$ cat config.mk
export PLATFORM = sky130hd
export DESIGN_NAME = lfsr_sat_counter
export DESIGN_NICKNAME = d
export VERILOG_FILES = /design/src/rtl/lfsr_sat_counter.sv
export SDC_FILE = /design/constraint.sdc
export NUM_CORES = 1
export LEC_CHECK = 0
export CAP_MARGIN = 30
export CELL_PAD_IN_SITES_DETAIL_PLACEMENT = 1
export CELL_PAD_IN_SITES_GLOBAL_PLACEMENT = 1
export CORE_UTILIZATION = 33
export DETAILED_ROUTE_END_ITERATION = 8
export PLACE_DENSITY_LB_ADDON = 0.2
export RECOVER_POWER = 50
export SETUP_SLACK_MARGIN = 0.02
export SLEW_MARGIN = 20
export SYNTH_ARGS = -nofsm -noshare
export SYNTH_HDL_FRONTEND = slang
export SYNTH_SLANG_ARGS = --single-unit
$ cat constraint.sdc
create_clock -name clk -period 1.9 [get_ports clk]
set_input_delay 0.285 -clock clk [delete_from_list [all_inputs] [get_ports clk]]
set_output_delay 0.285 -clock clk [all_outputs]
set_load 0.01 [all_outputs]
$ cat src/rtl/lfsr_sat_counter.sv
// Saturating up-counter; clear wins over increment.
module lfsr_sat_counter #(
  parameter int W = 16
) (
  input  logic         clk,
  input  logic         rst,
  input  logic         clr,
  input  logic         inc,
  output logic [W-1:0] cnt
);

  always_ff @(posedge clk or posedge rst) begin
    if (rst)                cnt <= '0;
    else if (clr)           cnt <= '0;
    else if (inc && ~&cnt)  cnt <= cnt + W'(1);
  end

endmodule

### Word level (Yosys, flattened, before mapping)

Index checks and enable logic that the tools add are counted.
Widths: inputs -> output; s select.

* word-level logic and storage cells: 8
* flip-flop bits (word level): 16
* output and inout port bits: 16

* muxes and demuxes: 2
* add/subtract/negate cells: 1
* reductions and logical operators: 4

Operator list (count)
* $mux 16: 2
* $add 16x1->16 const B: 1
* $reduce_and 16->1: 1
* $reduce_bool 2->1: 1
* $logic_and 1x1->1: 1
* $logic_not 1->1: 1

### Longest topological paths before layout

* word-level depth: 5
* gate-level depth with buffers: 6
* depth with buffers taken out: 5

### Least setup slack after synthesis

No wires, ideal clock.

* path type: reg2reg
* from: register cnt[0]
* to: register cnt[12]
* arrival: 1749 ps
* slack: 73 ps
* cell stages (with the launch flop): 7
* path buffers: 1
* cell sequence: dfrtp_1 > ha_1 > nand2_1 > or3_1 > buf_2 > or4_1 > a21oi_1

* longest elaborated chain between the ends: 4

Ends and longest elaborated chain
* from (decl): RTL line 9 `output logic [W-1:0] cnt`
* from (signal assigned): RTL line 15 `else if (inc && ~&cnt) cnt <= cnt + W'(1);`
* parallel branches: the longest is 4 deep, another holds $add 16x1->16

Several ways; the timed one is not identified. The select of a mux whose other input is x is not followed.
A chain may end at the register's enable or synchronous reset.

### Final worst setup path

* from: input inc
* to: register cnt[15]

* longest elaborated chain between the ends: 2

Ends and longest elaborated chain
* from (decl): RTL line 8 `input logic inc,`
* $logic_and 1x1->1: RTL line 15
* $reduce_bool 2->1 (no source line)

No other way between the ends.

==> metrics <==
outcome complete, no violations; antenna violations before repair 0; detailed placer's ending HPWL approximately 1800 µm; worst-skew pair later-pin latency a little under 0.3 ns; Die Height around 55 µm; CTS tree built; Final Hold Viols 0; Syn Nets 109; clock sink count 16; Final Slew Violations 0; met3 wire len roughly 70 µm; Cells after Synth 104; core occupancy in the finished layout 0.4927; Die Area about 3000 µm²; DR pass1 iterations 4; GR Overflow Total 0; PwrDens slightly above 500 nW/µm²; Area Growth Syn to Fin 37.18%; crit-path leading delay family simple AND/OR/NAND/NOR gates; DP Area 1192 µm²; slowest stage delay, CP 0.53 ns; Worst Path Buf+Inv 1; Via density 5.687; Worst Setup Path Type input port to flip-flop; Req. time, crit path roughly 2 ns; storage element area around 400 µm²; crit-path max FO 9; most frequent cells after synthesis dfrtp_1 (16), nor2_1 (9), a21oi_1 (8), or3_1 (8); RSZ-0062 raised after global routing no; Synth cell types 33; drt initial violations 15; Multi-input gate area 505.5 µm²; syn avg cell area 8.867 µm²; Seq cells post-synth 16; sequential fraction of the synthesis area 0.4342; port bufs 19; vias in the first global route about 890; synthesized area approximately 920 µm²; Worst setup EP type flip-flop; Num CTS Buffers 3; setup ws final ~0.08 ns; Slew HR 0.5772; # IOs 20; Final Critical Period about 1.8 ns; biggest regs cnt x16; Final TNS setup 0 ns; Antenna Nets Post-Route 0; most common cell in the netlist dfrtp_1; endpoints failing setup 0; wl on met1 1269 µm; RR Endpoint cnt[15]; largest register by flop count cnt; Top FF cell, synth dfrtp_1; metal2 WL 1248 µm; number of enable flip-flop cells after synthesis 0; fraction of layout cells with a size suffix above 1 0.1729; Min-Delay Path Class input port to async pin; Pleak roughly 0.5 nW; post-layout net count ~140; reg-to-reg setup timing slack ~0.1 ns; dpl ws -0.1864 ns; CTS H-tree lvls 1; GRT Total Usage 0.1967; DRC violations left 0; fillers 310; Synth area leader dfrtp_1; top cell type's share of synthesized area 0.4342; Tcrit/Tclk final 0.9578; Max Root-Sink Buffers 2; first-pass GRT wire length between 4000 and 5000 µm; FMAX around 0.55 GHz; diode count 0; WL/cell approximately 16 µm; worst slew pin tran approximately 0.63 ns; Synth area leaders dfrtp_1 (43%), or3_1 (5.4%), a21oi_1 (4.3%), o31ai_1 (4.1%), nor2_1 (3.7%); die extent in x 54.86 µm; Rows 18; worst vdd ir 0.0002799 V; Placeable Area roughly 2600 µm²; reg2reg path depth 4; critical-path cell list clkdlybuf4s50_1, nand3_1, or3_1, a2111oi_0, nor3b_1; RD Place Congestion a little under 0.8; cell area after layout around 1300 µm²; pin count of the biggest net entering global routing 17; max-cap violations 0; Arrival @ worst endpoint between 1.5 and 2 ns; max FFs per register 16; via count about 930; Final Skew ~0.013 ns; slowest CP cell or3_1; worst reg2reg startpoint cnt[1]; CTS clk-pin slew, worst paths roughly 0.11 ns; async set-reset flop share out of synthesis 1.000; highest routed layer met4; CTS Root Cell clkbuf_4; WL final roughly 2600 µm; element type at the critical path start input port; Starting Density 0.3592; Synthesis Warnings 0
worst register-to-register path, cell delays in order, from the launching register on:
cell and delay, ns:
dfrtp_1 0.45, nand3_1 0.13, or3_1 0.53, a2111oi_0 0.46
nor3b_1 0.11
stage by stage:
step / std cells / total power [mW] / hold WS, ns
2_1_floorplan: 104 / 0.3821 / 0.1987
3_5_place_dp: 157 / 0.4119 / 0.5177
3_3_place_gp: 157 / 0.4105 / 0.5114
4_1_cts: 161 / 0.6492 / 0.3836
6_report: 163 / 0.6519 / 0.4924
5_1_grt: 163 / 0.6842 / 0.5435
final cells by class:
class,instances,share of cell area
clock buffers,4,0.02868
inverters,6,0.01780
multi-input cells,78,0.3996
flip-flops and latches,16,0.3175
well taps,30,0.02967
repair buffers,29,0.2067
worst max-delay path by stage:
stage            from       to  slack, ns  depth (start not counted)
3_3_place_gp      inc  cnt[13]      -0.11                          5
3_5_place_dp      inc  cnt[15]      -0.19                          5
4_1_cts        cnt[0]   cnt[0]       0.04                          5
5_1_grt        cnt[1]  cnt[15]      0.007                          4
2_1_floorplan  cnt[0]  cnt[12]       0.07                          6
6_report          inc  cnt[15]       0.08                          5
cell usage in the layout, fill, tap and decap left out, drive strengths merged, types with 2 or more instances in the layout:
master / Yosys / routed
dfrtp: 16 / 16
clkdlybuf4s50: 0 / 14
nor2: 9 / 9
buf: 1 / 9
or3: 8 / 8
a21oi: 8 / 8
inv: 6 / 6
nand2: 6 / 6
nand3: 6 / 6
o31ai: 5 / 5
o21ai: 5 / 5
dlygate4sd3: 0 / 5
clkbuf: 3 / 5
nand2b: 4 / 4
or4: 3 / 3
mux2: 3 / 3
and3: 2 / 2
nor2b: 2 / 2
a211oi: 2 / 2
a31oi: 2 / 2
nor3: 2 / 2
power by group:
group | total (mW) | internal [mW] | switching (mW) | leakage (nW)
Clock | 0.237 | 0.117 | 0.121 | 0.0210
Combinational | 0.0628 | 0.0328 | 0.0300 | 0.259
Sequential | 0.352 | 0.345 | 0.00702 | 0.221
Total | 0.652 | 0.494 | 0.158 | 0.500
repair_timing:
item / in CTS / in global routing
gates resized for setup: 0 / 5
setup buffers: 0 / 2
hold buffers: 0 / 0
hold endpoints to repair: 0 / 0
setup endpoints to repair: 0 / 7
metal layers:
layer  global-route usage  vias to the layer above
met5                    0                        -
li1                     -                      446
met1               0.2609                      453
met3              0.02500                        4
met2               0.3213                       24
met4              0.07265                        0
logic make-up (layout without fill, tap and decap cells):
| kind of cell | Yosys count | after routing | synth area share |
|---|---|---|---|
| compound gates | 27 | 27 | 0.1845 |
| fa+ha+maj | 1 | 1 | 0.01357 |
| buf+inv | 10 | 39 | 0.04341 |
| flops | 16 | 16 | 0.4342 |
| mux | 4 | 4 | 0.04749 |
| simple gates | 46 | 46 | 0.2768 |
No activity file was read; power rests on OpenSTA's default activity.
